===== src/rtl/led_bank_sequencer_pkg.sv =====
// Shared types and constants for the LED bank sequencer.
// Mode encoding matches the 2-bit request field.
package led_seq_pkg;

    localparam int BANK_W    = 8;
    localparam int NUM_BANKS = 4;
    localparam int NUM_LEDS  = 32;

    typedef enum logic [1:0] {
        MODE_COUNT = 2'd0,
        MODE_SCAN  = 2'd1,
        MODE_BLINK = 2'd2,
        MODE_OFF   = 2'd3
    } mode_e;

    typedef enum logic {
        ST_RUN    = 1'b0,
        ST_SWITCH = 1'b1
    } state_e;

endpackage


===== src/rtl/led_bank_sequencer_if.sv =====
// Mode-change request channel (valid/ready).
// Master is the board control side, slave is the sequencer.
interface led_bank_sequencer_if;

    logic       mode_req_valid;
    logic [1:0] mode_req_mode;
    logic       mode_req_ready;

    modport master (
        output mode_req_valid,
        output mode_req_mode,
        input  mode_req_ready
    );

    modport slave (
        input  mode_req_valid,
        input  mode_req_mode,
        output mode_req_ready
    );

endinterface


===== src/rtl/led_bank_sequencer_prescaler.sv =====
// Free-running prescaler with a registered wrap tick.
// tick is high exactly while the counter holds all-ones.
module led_prescaler #(
    parameter int PRESCALE_W = 20
) (
    input  logic clk,
    input  logic rst_n,
    output logic tick
);

    localparam logic [PRESCALE_W-1:0] PRE_LAST =
        {{(PRESCALE_W-1){1'b1}}, 1'b0};

    logic [PRESCALE_W-1:0] cnt;

    always_ff @(posedge clk or negedge rst_n) begin
        if (!rst_n) begin
            cnt  <= '0;
            tick <= 1'b0;
        end else begin
            cnt  <= cnt + PRESCALE_W'(1);
            tick <= (cnt == PRE_LAST);
        end
    end

endmodule


===== src/rtl/led_bank_sequencer.sv =====
// Four-bank LED animation sequencer with tick-aligned mode switching.
// Banks are decoded from registered state only.
module led_bank_sequencer
    import led_seq_pkg::*;
#(
    parameter int PRESCALE_W = 20
) (
    input  logic                 clk,
    input  logic                 rst_n,
    led_bank_sequencer_if.slave  req,
    input  logic                 pause,
    output logic                 tick_out,
    output logic [1:0]           cur_mode,
    output logic [BANK_W-1:0]    bank0,
    output logic [BANK_W-1:0]    bank1,
    output logic [BANK_W-1:0]    bank2,
    output logic [BANK_W-1:0]    bank3
);

    logic                tick;
    state_e              state;
    state_e              state_nxt;
    mode_e               mode_q;
    mode_e               pending;
    logic [BANK_W-1:0]   count;
    logic [4:0]          scan_pos;
    logic                scan_down;
    logic                blink_phase;
    logic                ready;
    logic                accept;
    logic                apply;
    logic                step;
    logic [NUM_LEDS-1:0] leds;

    led_prescaler #(
        .PRESCALE_W(PRESCALE_W)
    ) u_prescaler (
        .clk  (clk),
        .rst_n(rst_n),
        .tick (tick)
    );

    always_ff @(posedge clk or negedge rst_n) begin
        if (!rst_n) state <= ST_RUN;
        else        state <= state_nxt;
    end

    always_comb begin
        state_nxt = state;
        ready     = 1'b0;
        accept    = 1'b0;
        apply     = 1'b0;
        unique case (state)
            ST_RUN: begin
                ready = 1'b1;
                if (req.mode_req_valid) begin
                    accept    = 1'b1;
                    state_nxt = ST_SWITCH;
                end
            end
            ST_SWITCH: begin
                if (tick) begin
                    apply     = 1'b1;
                    state_nxt = ST_RUN;
                end
            end
            default: state_nxt = ST_RUN;
        endcase
    end

    // The switch tick reloads the pattern instead of stepping it.
    assign step = tick && !pause && (state == ST_RUN);

    always_ff @(posedge clk or negedge rst_n) begin
        if (!rst_n) begin
            mode_q      <= MODE_COUNT;
            pending     <= MODE_COUNT;
            count       <= '0;
            scan_pos    <= '0;
            scan_down   <= 1'b0;
            blink_phase <= 1'b0;
        end else begin
            if (accept) pending <= mode_e'(req.mode_req_mode);
            if (apply) begin
                mode_q      <= pending;
                count       <= '0;
                scan_pos    <= '0;
                scan_down   <= 1'b0;
                blink_phase <= 1'b1;
            end else if (step) begin
                unique case (mode_q)
                    MODE_COUNT: count <= count + 8'd1;
                    MODE_SCAN: begin
                        if (!scan_down) begin
                            scan_pos <= scan_pos + 5'd1;
                            if (scan_pos == 5'd30) scan_down <= 1'b1;
                        end else begin
                            scan_pos <= scan_pos - 5'd1;
                            if (scan_pos == 5'd1) scan_down <= 1'b0;
                        end
                    end
                    MODE_BLINK: blink_phase <= ~blink_phase;
                    MODE_OFF:   ;
                    default:    ;
                endcase
            end
        end
    end

    always_comb begin
        leds = '0;
        unique case (mode_q)
            MODE_COUNT: leds = {NUM_BANKS{count}};
            MODE_SCAN:  leds = NUM_LEDS'(1) << scan_pos;
            MODE_BLINK: leds = {NUM_LEDS{blink_phase}};
            MODE_OFF:   leds = '0;
            default:    leds = '0;
        endcase
    end

    assign req.mode_req_ready = ready;
    assign tick_out           = tick;
    assign cur_mode           = mode_q;
    assign bank0              = leds[7:0];
    assign bank1              = leds[15:8];
    assign bank2              = leds[23:16];
    assign bank3              = leds[31:24];

endmodule


===== src/flat_wrapper.sv =====
// flat-port wrapper written by rule: the top's interface ports become plain ports
module led_bank_sequencer_flat import led_seq_pkg::*;
#(
    parameter int PRESCALE_W = 20
)
  (clk, rst_n, pause, tick_out, cur_mode, bank0, bank1, bank2, bank3, req_mode_req_valid, req_mode_req_mode, req_mode_req_ready);
  led_bank_sequencer_if req_i ();
  input  logic clk;
  input  logic rst_n;
  input  logic pause;
  output logic tick_out;
  output logic [1:0] cur_mode;
  output logic [BANK_W-1:0] bank0;
  output logic [BANK_W-1:0] bank1;
  output logic [BANK_W-1:0] bank2;
  output logic [BANK_W-1:0] bank3;
  input wire logic [$bits(req_i.mode_req_valid)-1:0] req_mode_req_valid;
  input wire logic [$bits(req_i.mode_req_mode)-1:0] req_mode_req_mode;
  output wire logic [$bits(req_i.mode_req_ready)-1:0] req_mode_req_ready;
  assign req_i.mode_req_valid = req_mode_req_valid;
  assign req_i.mode_req_mode = req_mode_req_mode;
  assign req_mode_req_ready = req_i.mode_req_ready;
  led_bank_sequencer #(.PRESCALE_W(PRESCALE_W)) u_core (.clk(clk), .rst_n(rst_n), .req(req_i), .pause(pause), .tick_out(tick_out), .cur_mode(cur_mode), .bank0(bank0), .bank1(bank1), .bank2(bank2), .bank3(bank3));
endmodule

===== config.mk =====
export PLATFORM = sky130hd
export DESIGN_NAME = led_bank_sequencer_flat
export DESIGN_NICKNAME = d
export VERILOG_FILES = /design/src/rtl/led_bank_sequencer_pkg.sv /design/src/rtl/led_bank_sequencer_if.sv /design/src/rtl/led_bank_sequencer_prescaler.sv /design/src/rtl/led_bank_sequencer.sv /design/src/flat_wrapper.sv
export SDC_FILE = /design/constraint.sdc
export NUM_CORES = 1
export LEC_CHECK = 0
export CORE_UTILIZATION = 45
export DETAILED_ROUTE_END_ITERATION = 12
export GPL_TIMING_DRIVEN = 0
export MAX_ROUTING_LAYER = met4
export PLACE_DENSITY = 0.7
export SLEW_MARGIN = 5
export SYNTH_ARGS = -nofsm -noshare
export SYNTH_HDL_FRONTEND = slang
export SYNTH_SLANG_ARGS = --single-unit

===== constraint.sdc =====
create_clock -name clk -period 3.75 [get_ports clk]
set_input_delay 0.75 -clock clk [delete_from_list [all_inputs] [get_ports clk]]
set_output_delay 0.75 -clock clk [all_outputs]
set_load 0.03 [all_outputs]

# ---- Yosys cells after proc, flatten, opt, wreduce, memory -nomap -nowiden
# Cells that the tools add are included.
dict set report totals {
  ff_bits 41
  out_inout_bits 36
  input_bits 6
}
dict set report classes {
  reduce_logical 11
  eq_ne 6
  add_sub_neg 4
  n_bitwise 2
  n_shift 1
  n_mux 24
}
# cell n
set op_table {}
lappend op_table {{$pmux 32 s4} 1}
lappend op_table {{$shl 1x5->32 const A} 1}
lappend op_table {{$mux 8} 3}
lappend op_table {{$add 20x1->20 const B} 1}
lappend op_table {{$eq 20x20->1 const B} 1}
lappend op_table {{$mux 5} 4}
lappend op_table {{$mux 1} 15}
lappend op_table {{$add 8x1->8 const B} 1}
lappend op_table {{$reduce_bool 2->1} 4}
lappend op_table {{$reduce_and 2->1} 3}
lappend op_table {{$add 5x1->5 const B} 1}
lappend op_table {{$eq 5x1->1 const B} 1}
lappend op_table {{$eq 5x5->1 const B} 1}
lappend op_table {{$sub 5x1->5 const B} 1}
lappend op_table {{$eq 2x2->1 const B} 2}
lappend op_table {{$eq 2x1->1 const B} 1}
lappend op_table {{$logic_and 1x1->1} 2}
lappend op_table {{$logic_not 2->1} 1}
lappend op_table {{$not 1->1} 2}
lappend op_table {{$pmux 1 s2} 1}
lappend op_table {{$logic_not 1->1} 1}

# ---- Logic depth before layout (Yosys ltp)
# Gate-level depths: netlist of the first run.
dict set report logic_depth {
  ltp_word 6
  depth_mapped 6
}

# ---- Hierarchy
# A second synthesis of the first run with hierarchy kept.
dict set report unflattened {
  hier_cells 260
  hier_area_um2 2496.1
}
# mod area_each_um2 cells_each seq_area_each_um2 instances
set modules_own_cells {}
lappend modules_own_cells {led_bank_sequencer 1559.0 186 500.5 1}
lappend modules_own_cells {led_prescaler 937.1 74 525.5 1}

# ---- Least setup slack after synthesis of the first run
# OpenSTA, ideal clock, no wires.
dict set report synth_path {
  kind {register to output}
  start {register u_core.mode_q[0], in the netlist u_core.cur_mode[0]}
  end {output bank0[1]}
  setup_slack_ns 1.235
  stages_incl_launch_ff 4
  required_ns 3.000
  t_arrival_ns 1.765
  path_buffers 0
  path_cell_list {dfrtp_1 > nor2b_1 > nand2_1 > o21ai_0}
}
dict set report synth_between {
  elab_chain_cells 2
  elab_cells_between_ends 5
  classes_between {eq/ne (3); mux (1); reduce/logical (1)}
}
# item line
set synth_rtl {}
lappend synth_rtl {{start, declared} led_bank_sequencer.sv:23} ;# mode_e mode_q;
lappend synth_rtl {{start signal, assigned} led_bank_sequencer.sv:85} ;# mode_q <= pending;
lappend synth_rtl {{$eq 2x2->1, or another cell as far along} led_bank_sequencer.sv:112} ;# unique case (mode_q)
lappend synth_rtl {{$pmux 32 s4 (*)} led_bank_sequencer.sv:112}
lappend synth_rtl {{end, declared} flat_wrapper.sv:13} ;# output logic [BANK_W-1:0] bank0;
# Every way passes the cells marked *; elsewhere a longest branch is shown, timed or not.

# ---- Worst setup path after layout of the first run
dict set report layout_path {
  start {register u_core.mode_q[1], in the netlist u_core.cur_mode[1]}
  end {output bank0[7]}
}
# The elaborated chain is that of the path after synthesis.

==> run_results.csv, run 1 <==
group,metric,value,unit
timing,fmax,307,MHz
cts,worst_skew_pair.late_latency,0.29,ns
logic_synthesis,synth_area_per_cell,9.23,um^2
timing,hold_violations,0,
routing,top_layer,"met4",
global_route,grt_usage,0.217,
timing,tns,0,ns
final_layout,regArea,1030,um^2
cts,clock-sinks,41,
placed_design,port_buffers,41,
job,maxCapViolations,0,
routing,wl_met3,251,um
logic_synthesis,synth_flop_cell,"dfrtp_1",
outcome,status,"finished, final reports clean",
timing,worst_pin_slew,0.606,ns
final_layout,layout-drive-gt1-share,0.0479,
critical_path,crit_type,"reg -> out",
global_route,grt_max_degree,26,
routing,met2_length,2.46,mm
floorplanning,fp.dieW,75.7,um
critical_path,critPathMaxFanout,10,
floorplanning,rows,26,
critical_path,r2r-start,"u_core.u_prescaler.tick$_DFF_PN0_",
power,power,762,uW
routing,drtIter0Drc,134,
routing,drt_pass1_iterations,4,
critical_path,worst_ep_required_time,3.00,ns
logic_synthesis,synth_seq_cells,41,
timing,maxSlewHeadroom,0.594,
power,switching_share,0.224,
global_route,overflow,0,
routing,met1_length,2.67,mm
placed_design,dpl_cell_area,2970,um^2
cts,cts_htree_levels,2,
cts,path_clk_slew,0.08,ns
power,leakage,0.00141,uW
final_layout,multiInputGateArea,1360,um^2
timing,maxSlewViolCount,0,
timing,rsz0062_at_grt,"no",
logic_synthesis,synthTopCellsByArea,"dfrtp_1, a21o_1, ha_1",
critical_path,end_kind,"output pin",
final_layout,area_growth,24.3,%
routing,wl_per_cell,14.4,um
final_layout,fin_area,3040,um^2
logic_synthesis,synth_nets,282,
power,ir_worst_vdd,223,uV
global_route,grt_pass1_wl,8.96,mm
logic_synthesis,syn_inst,265,
cts,cts_made_buffers,5,
routing,vias,2043,
floorplanning,start_util,0.473,
cts,tritoncts,"done",
routing,drc,0,
routing,antenna_left,0,
critical_path,rrSetupSlack,1.87,ns
timing,setup_viol,0,
logic_synthesis,synth_edf_count,0,
power,internal-power,591,uW
logic_synthesis,yosysMostFrequentCell,"dfrtp_1",
critical_path,cp.arrival,2.51,ns
final_layout,antenna_cells,0,
power,pwr-share-seq,0.598,
final_layout,fillCellCount,468,
power,p_sw,171,uW
power,p_clk_frac,0.350,
cts,cts_setup_buffers,0,
floorplanning,core_area,5170,um^2
power,power.density,251,nW/um^2
critical_path,r2r_cells,5,
logic_synthesis,netlist-cell-type-count,38,
global_route,grt_pass1_vias,1908,
floorplanning,die-area,5730,um^2
placed_design,dp_hpwl,4.15,mm
timing,min_period,3.26,ns
logic_synthesis,synthTopCellsByCount,"dfrtp_1, o21ai_0, nand2_1, a21o_1, nand3_1",
logic_synthesis,yosysTopAreaCellShare,0.419,
timing,timing.final.crit_share,0.868,
min_path,hp-class,"in -> async",
critical_path,r2r_end,"u_core.cur_mode[1]$_DFFE_PN0P_",
power,pwr-share-comb,0.052,
routing,vias_per_cell,5.33,
cts,post_cts_resized,0,
logic_synthesis,ys_warn_count,0,
logic_synthesis,yosysSeqAreaShare,0.419,
cts,clockBufferDepth,2,
floorplanning,boundaryPins,42,
cts,hold_buffers,0,
routing,wirelength,5.50,mm
placed_design,place_congestion,0.857,
cts,cts-root-buf,"clkbuf_8",
logic_synthesis,yosys.area.top_type,"dfrtp_1",
critical_path,cp-start-kind,"flip-flop",
logic_synthesis,async_flop_share,1.00,
logic_synthesis,synth_area,2450,um^2
final_layout,final_nets,331,
floorplanning,die_y,75.7,um
timing,finClkSkew,0.0103,ns
global_route,antenna_found_initial,0,
cell families after synthesis:
group | share of synthesized area
DFF | 0.419
AOI/OAI and AO/OA | 0.175
xor gates and xnor gates | 0.0788
buffers and inverters | 0.0266
muxes | 0.0174
adders and majority gates | 0.0563
and+or+nand+nor | 0.226
final cells by class:
class	count	area share
buffer	8	0.0103
clock buffer	5	0.0226
clock inverter	1	0.00165
inverter	9	0.0111
multi-input combinational	207	0.446
sequential	41	0.337
tap	70	0.0288
timing repair buffer	42	0.142
sequential cells by signal, summed over array words and instances, names as in the netlist:
signal	count
u_core.blink_phase	1
u_core.state	1
u_core.u_prescaler.tick	1
u_core.scan_down	1
u_core.pending	2
u_core.u_prescaler.cnt	20
u_core.cur_mode	2
u_core.count	8
u_core.scan_pos	5
through the flow:
step	utilization	hold WS, ns	instances	setup slack, ns
floorplan	-	0.435	265	1.24
global route	0.588	0.422	383	0.323
detailed placement	0.574	0.452	377	0.817
CTS	0.588	0.414	383	0.499
finish	0.588	0.402	383	0.494
global placement	0.569	0.449	376	0.821
worst max-delay path by stage:
stage                                         startpoint  endpoint  slack, ns  cells past startpoint
after detailed placement  u_core.cur_mode[1]$_DFFE_PN0P_  bank1[4]       0.82                      5
after CTS                 u_core.cur_mode[1]$_DFFE_PN0P_  bank1[4]       0.50                      5
after global routing      u_core.cur_mode[0]$_DFFE_PN0P_  bank1[3]       0.32                      5
after floorplan           u_core.cur_mode[0]$_DFFE_PN0P_  bank0[1]       1.24                      3
final                     u_core.cur_mode[1]$_DFFE_PN0P_  bank0[7]       0.49                      5
after global placement    u_core.cur_mode[1]$_DFFE_PN0P_  bank2[7]       0.82                      5
worst max-delay path, cell delays in order, from the launching register on:
cell	delay [ns]
dfrtp_1	0.50
clkbuf_1	0.29
nand2_1	0.24
a21oi_1	0.40
a21o_1	0.13
clkdlybuf4s50_1	0.66
layout by cell type, fill, tap and decap left out, types with 6 or more instances in the layout:
cell type and n:
nand2_1 26, xor2_1 9, clkbuf_1 7, clkdlybuf4s50_1 40
o21ai_0 27, a21o_1 21, xnor2_1 13, dfrtp_1 41
ha_1 11, nor2_1 12, nand3_1 20, nand2b_1 8
inv_1 9, a21oi_1 12, nand4_1 6
routing by layer:
layer,up-vias,global-route usage
li1,1035,-
met5,-,-
met2,65,0.331
met4,0,0.0802
met1,930,0.289
met3,13,0.0397
power by group through the flow:
| stage | Combinational [uW] | Clock (uW) | Sequential, uW |
|---|---|---|---|
| 6_report | 39.7 | 267 | 455 |
| 5_1_grt | 43.5 | 294 | 457 |
| 4_1_cts | 40.6 | 275 | 455 |
| 3_5_place_dp | 40.6 | 0 | 464 |
| 3_3_place_gp | 36.7 | 0 | 464 |
| 2_1_floorplan | 17.5 | 0 | 463 |
Note: power is estimated with default switching activity, not from simulation.
==> inputs of run 2 (changes only) <==
CORE_UTILIZATION = 47   (was 45)
PLACE_DENSITY = 0.72   (was 0.7)
==> run 2 against run 1 <==
Via count increased by 3.3%. Global-route usage increased by 1.8 points. Final area is 0.29% higher. Count of clock-buffer cells in the layout is 2 higher. Sequential cell count unchanged. Largest power group unchanged. Highest routed layer unchanged. Total power grew 3.6%. Wire length rose by 1.9%. Cell count decreased by 0.52%. Sequential power about the same.
==> run_results.csv, run 2 (synthesized netlist as in run 1, its figures left out) <==
group,metric,value,unit
outcome,status,"finished, final reports clean",
final_layout,mostFrequentLayoutCells,"dfrtp_1, clkdlybuf4s50_1, o21ai_0",
timing,maxSlewViolCount,0,
cts,tritoncts,"done",
global_route,grt_usage,0.236,
final_layout,final_nets,331,
placed_design,port_buffers,41,
power,ir_worst_vdd,199,uV
timing,worst_pin_slew,0.622,ns
cts,worst_skew_pair.late_latency,0.30,ns
cts,clock-sinks,41,
critical_path,cp-start-kind,"flip-flop",
routing,vias_per_cell,5.54,
floorplanning,die_y,74.1,um
final_layout,antenna_cells,0,
power,leakage,0.00142,uW
timing,hold_violations,0,
critical_path,crit_slowest_cell,"clkdlybuf4s50_1",
routing,drtIter0Drc,155,
timing,fmax,303,MHz
power,power.density,259,nW/um^2
critical_path,end_kind,"output pin",
cts,post_cts_resized,0,
job,maxCapViolations,0,
floorplanning,start_util,0.501,
timing,rsz0062_at_grt,"no",
cts,cts_setup_buffers,0,
cts,cts_made_buffers,5,
floorplanning,core_area,4880,um^2
power,power,790,uW
floorplanning,die-area,5500,um^2
final_layout,top_register,"u_core.u_prescaler.cnt",
final_layout,layout-drive-gt1-share,0.0478,
critical_path,crit_type,"reg -> out",
cts,cts_htree_levels,2,
final_layout,area_growth,24.7,%
critical_path,slowest_delay,0.67,ns
critical_path,r2r_cells,5,
global_route,grt_pass1_vias,2012,
final_layout,largest_reg_flops,20,
routing,drc,0,
routing,drt_pass1_iterations,4,
final_layout,reg_top3,"u_core.u_prescaler.cnt: 20 flops, u_core.count: 8 flops, u_core.scan_pos: 5 flops",
routing,wl_per_cell,14.7,um
floorplanning,fp.dieW,74.1,um
routing,wirelength,5.60,mm
cts,path_clk_slew,0.08,ns
critical_path,cp.arrival,2.55,ns
min_path,hp-class,"in -> async",
placed_design,dp_hpwl,4.21,mm
global_route,grt_max_degree,26,
routing,vias,2110,
timing,finClkSkew,0.00725,ns
critical_path,rrSetupSlack,1.93,ns
cts,hold_buffers,0,
timing,setup_viol,0,
cts,clockBufferDepth,2,
timing,tns,0,ns
critical_path,critPathMaxFanout,10,
placed_design,place_congestion,0.814,
timing,maxSlewHeadroom,0.584,
timing,timing.final.crit_share,0.881,
timing,min_period,3.30,ns
global_route,grt_pass1_wl,9.40,mm
floorplanning,rows,25,
critical_path,path_cells,"clkbuf_1 -> nand2_1 -> a21oi_1 -> a21o_1 -> clkdlybuf4s50_1",
global_route,overflow,0,
global_route,antenna_found_initial,0,
critical_path,worst_ep_required_time,3.00,ns
routing,antenna_left,0,
cts,cts-root-buf,"clkbuf_8",
final_layout,final_common_cell,"dfrtp_1",
floorplanning,boundaryPins,42,
-- run 2: changes by cell type in the layout (fill, tap and decap cells not counted), sizes merged --
cell / before / now
clkbuf: 12 / 14
clkinv: 1 / 0
-- run 2: critical path, delay by kind of cell (launching register included) --
| family | cells | cell delay [ns] |
|---|---|---|
| buffers and inverters | 2 | 0.99 |
| AOI/OAI and AO/OA | 2 | 0.54 |
| DFF | 1 | 0.50 |
| and+or+nand+nor | 1 | 0.25 |
-- run 2: per-layer routing --
layer  track usage  vias to the layer above  share of wire
met1         0.305                     1006           0.48
met4        0.0726                        0          0.015
li1              -                     1040              -
met3        0.0474                        8          0.050
met2         0.372                       56           0.46
met5             -                        -              0
-- run 2: worst paths after layout --
check                                                      from                                    to
max reg2reg                   u_core.u_prescaler.tick$_DFF_PN0_        u_core.cur_mode[1]$_DFFE_PN0P_
min reg2reg                u_core.u_prescaler.cnt[19]$_DFF_PN0_  u_core.u_prescaler.cnt[19]$_DFF_PN0_
min                                                       rst_n           u_core.count[4]$_DFFE_PN0P_
min in group clk           u_core.u_prescaler.cnt[19]$_DFF_PN0_  u_core.u_prescaler.cnt[19]$_DFF_PN0_
max in group asynchronous                                 rst_n  u_core.u_prescaler.cnt[18]$_DFF_PN0_
max                              u_core.cur_mode[1]$_DFFE_PN0P_                              bank3[4]
-- run 2: report_power, final --
group | switching [uW] | internal (uW) | leakage, uW | total (uW)
clock network | 148 | 146 | 0.0000443 | 295
logic | 21.8 | 17.3 | 0.000832 | 39.1
registers | 4.81 | 451 | 0.000539 | 456
-- run 2: area by class of cell --
cell class | count | area [um^2]
Tap cell | 67 | 83.8
Fill cell | 435 | 1830
Buffer | 8 | 31.3
Clock buffer | 7 | 86.3
Sequential cell | 41 | 1030
Multi-Input combinational cell | 207 | 1360
Timing Repair Buffer | 42 | 433
Inverter | 9 | 33.8
-- run 2: metrics by stage --
| step | worst slack, ns | instances | hold WS, ns | cell area, um^2 | util |
|---|---|---|---|---|---|
| floorplan | 1.24 | 265 | 0.435 | 2450 | - |
| global placement | 0.811 | 373 | 0.456 | 2940 | 0.603 |
| detailed placement | 0.778 | 374 | 0.460 | 2960 | 0.607 |
| CTS | 0.447 | 381 | 0.404 | 3050 | 0.625 |
| global route | 0.221 | 381 | 0.412 | 3050 | 0.625 |
| finish | 0.445 | 381 | 0.389 | 3050 | 0.625 |
==> inputs of run 3 (changes only) <==
CAP_MARGIN = 20   (was default)
CORE_MARGIN = 1   (was default)
SYNTH_HIERARCHICAL = 1   (was default)
==> run 3 against run 2 <==
Wire length shrank 3.9%. Worst hold slack worse by 0.12 ns. Sequential power is 3% lower. Final area is 1.8% higher. Die area is 2.0% higher. Combinational power shrank 55%. Area after synthesis rose by 2.0%. Synthesized cell count fell by 1.9%. Sequential share of layout area is 0.58 points lower. Via count decreased by 4.7%. First-iteration DRC count fell by 32%.
==> run_results.csv, run 3 <==
group,metric,value,unit
outcome,status,"finished, final reports clean",
critical_path,crit_type,"reg -> out",
routing,drt_pass1_iterations,4,
floorplanning,start_util,0.489,
routing,drc,0,
logic_synthesis,ys_warn_count,6,
final_layout,regArea,1030,um^2
min_path,hp-class,"in -> async",
routing,drtIter0Drc,105,
floorplanning,rows,26,
critical_path,path_cells,"or3b_2 -> clkbuf_1 -> or2_2 -> o21ai_0 -> clkdlybuf4s50_1",
routing,vias,2011,
timing,maxSlewViolCount,0,
final_layout,final_common_cell,"dfrtp_1",
final_layout,largest_reg_flops,20,
routing,antenna_left,0,
final_layout,top_register,"u_core/u_prescaler/cnt",
critical_path,cp-start-kind,"flip-flop",
routing,vias_per_cell,5.29,
timing,setup_viol,0,
power,leakage,0.00139,uW
timing,rsz0062_at_grt,"no",
cts,hold_buffers,0,
final_layout,fin_area,3100,um^2
global_route,overflow,0,
timing,worst_pin_slew,0.582,ns
timing,fin_ws,0.342,ns
logic_synthesis,yosysSeqAreaShare,0.411,
final_layout,final_nets,326,
logic_synthesis,yosys.area.top_type,"dfrtp_1",
logic_synthesis,yosysMostFrequentCell,"dfrtp_1",
cts,tritoncts,"done",
logic_synthesis,netlist-cell-type-count,46,
job,maxCapViolations,0,
critical_path,critPathMaxFanout,9,
final_layout,fillCellCount,465,
cts,cts-root-buf,"clkbuf_8",
timing,timing.final.crit_share,0.909,
logic_synthesis,synth_nets,277,
global_route,grt_pass1_wl,8.89,mm
floorplanning,fp.dieW,74.9,um
logic_synthesis,synth_flop_cell,"dfrtp_1",
logic_synthesis,synth_area,2500,um^2
logic_synthesis,synth_edf_count,0,
power,ir_worst_vdd,279,uV
placed_design,port_buffers,41,
final_layout,multiInputGateArea,1400,um^2
placed_design,place_congestion,0.831,
cts,cts_made_buffers,5,
logic_synthesis,synth_seq_cells,41,
final_layout,mostFrequentLayoutCells,"dfrtp_1, clkdlybuf4s50_1, nand2_1",
critical_path,cp.arrival,2.66,ns
cts,post_cts_resized,0,
cts,cts_setup_buffers,0,
logic_synthesis,synthTopCellsByArea,"dfrtp_1, a21o_1, xnor2_1",
timing,maxSlewHeadroom,0.611,
critical_path,critPathTopFamily,"buffers and inverters",
floorplanning,die_y,74.9,um
logic_synthesis,synthTopCellsByCount,"dfrtp_1, nand2_1, a21o_1, o21ai_0, xnor2_1",
routing,wirelength,5.38,mm
power,power,761,uW
final_layout,stdcell_count,380,
logic_synthesis,synth_area_per_cell,9.60,um^2
floorplanning,boundaryPins,42,
timing,hold_violations,0,
global_route,grt_max_degree,39,
timing,min_period,3.41,ns
logic_synthesis,syn_inst,260,
placed_design,dp_slack,0.660,ns
placed_design,dp_hpwl,4.14,mm
critical_path,critical_path_buf_inv_count,2,
power,power.density,245,nW/um^2
global_route,grt_usage,0.219,
timing,tns,0,ns
logic_synthesis,yosysTopAreaCellShare,0.411,
cts,worst_skew_pair.late_latency,0.30,ns
global_route,grt_pass1_vias,1885,
routing,wl_per_cell,14.2,um
critical_path,slowest_delay,0.71,ns
critical_path,end_kind,"output pin",
cts,clockBufferDepth,2,
cts,path_clk_slew,0.08,ns
logic_synthesis,async_flop_share,1.00,
final_layout,area_growth,24.3,%
floorplanning,core_area,5110,um^2
global_route,antenna_found_initial,0,
final_layout,reg_top3,"u_core/u_prescaler/cnt: 20 flops, u_core/count: 8 flops, u_core/scan_pos: 5 flops",
cts,clock-sinks,41,
critical_path,crit_slowest_cell,"clkdlybuf4s50_1",
final_layout,antenna_cells,0,
timing,finClkSkew,0.00802,ns
timing,fmax,293,MHz
critical_path,worst_ep_required_time,3.00,ns
cts,cts_htree_levels,2,
final_layout,layout-drive-gt1-share,0.0935,
placed_design,dp.cells,372,
placed_design,dpl_cell_area,3010,um^2
floorplanning,die-area,5610,um^2
[run 3: layout make-up]
type	instances	area share
Clock inverter	3	0.00806
Buffer	8	0.00968
Sequential cell	41	0.331
Inverter	10	0.0121
Multi-Input combinational cell	201	0.452
Tap cell	70	0.0282
Timing Repair Buffer	42	0.137
Clock buffer	5	0.0222
[run 3: path summary, 6_finish.rpt]
| check | startpoint | to | slack (ns) | depth (start not counted) |
|---|---|---|---|---|
| worst min-delay path | rst_n | u_core/scan_pos[4]$_DFFE_PN0P_ | 0.27 | 1 |
| worst min register to register | u_core/u_prescaler/cnt[19]$_DFF_PN0_ | u_core/u_prescaler/cnt[19]$_DFF_PN0_ | 0.47 | 1 |
| max in group asynchronous | rst_n | u_core/u_prescaler/cnt[0]$_DFF_PN0_ | 3.07 | 2 |
| worst max register to register | u_core/cur_mode[0]$_DFFE_PN0P_ | u_core/count[5]$_DFFE_PN0P_ | 1.94 | 3 |
| min in group clk | u_core/u_prescaler/cnt[19]$_DFF_PN0_ | u_core/u_prescaler/cnt[19]$_DFF_PN0_ | 0.47 | 1 |
| worst max-delay path | u_core/cur_mode[1]$_DFFE_PN0P_ | bank1[2] | 0.34 | 5 |
[run 3: cell families (layout without fill, tap and decap cells)]
logic type | after synthesis | count (layout) | synth area share
AND/OR/NAND/NOR | 105 | 105 | 0.261
AO/OA/AOI/OAI | 57 | 57 | 0.143
flip-flops | 41 | 41 | 0.411
XOR/XNOR | 20 | 20 | 0.0702
buffers and inverters | 18 | 68 | 0.0271
adder cells (fa/ha/maj) | 11 | 11 | 0.0551
multiplexers | 8 | 8 | 0.0331
[run 3: metal layers]
layer,GRT usage,vias up,routed length (um)
li1,-,1022,-
met1,0.301,928,2750
met2,0.327,52,2260
met3,0.0361,9,274
met4,0.0818,0,100
met5,-,-,0
[run 3: report_power, final]
part | internal, uW | switching, uW | total [uW]
registers | 443 | 0.524 | 443
clock network | 134 | 166 | 301
logic | 7.34 | 10.3 | 17.6
total | 584 | 177 | 761
[run 3: per-stage QoR]
step            util  hold WS, ns
6_report       0.608        0.267
5_1_grt        0.608        0.267
3_5_place_dp   0.589        0.454
2_1_floorplan      -        0.435
4_1_cts        0.608        0.260
3_3_place_gp   0.586        0.448
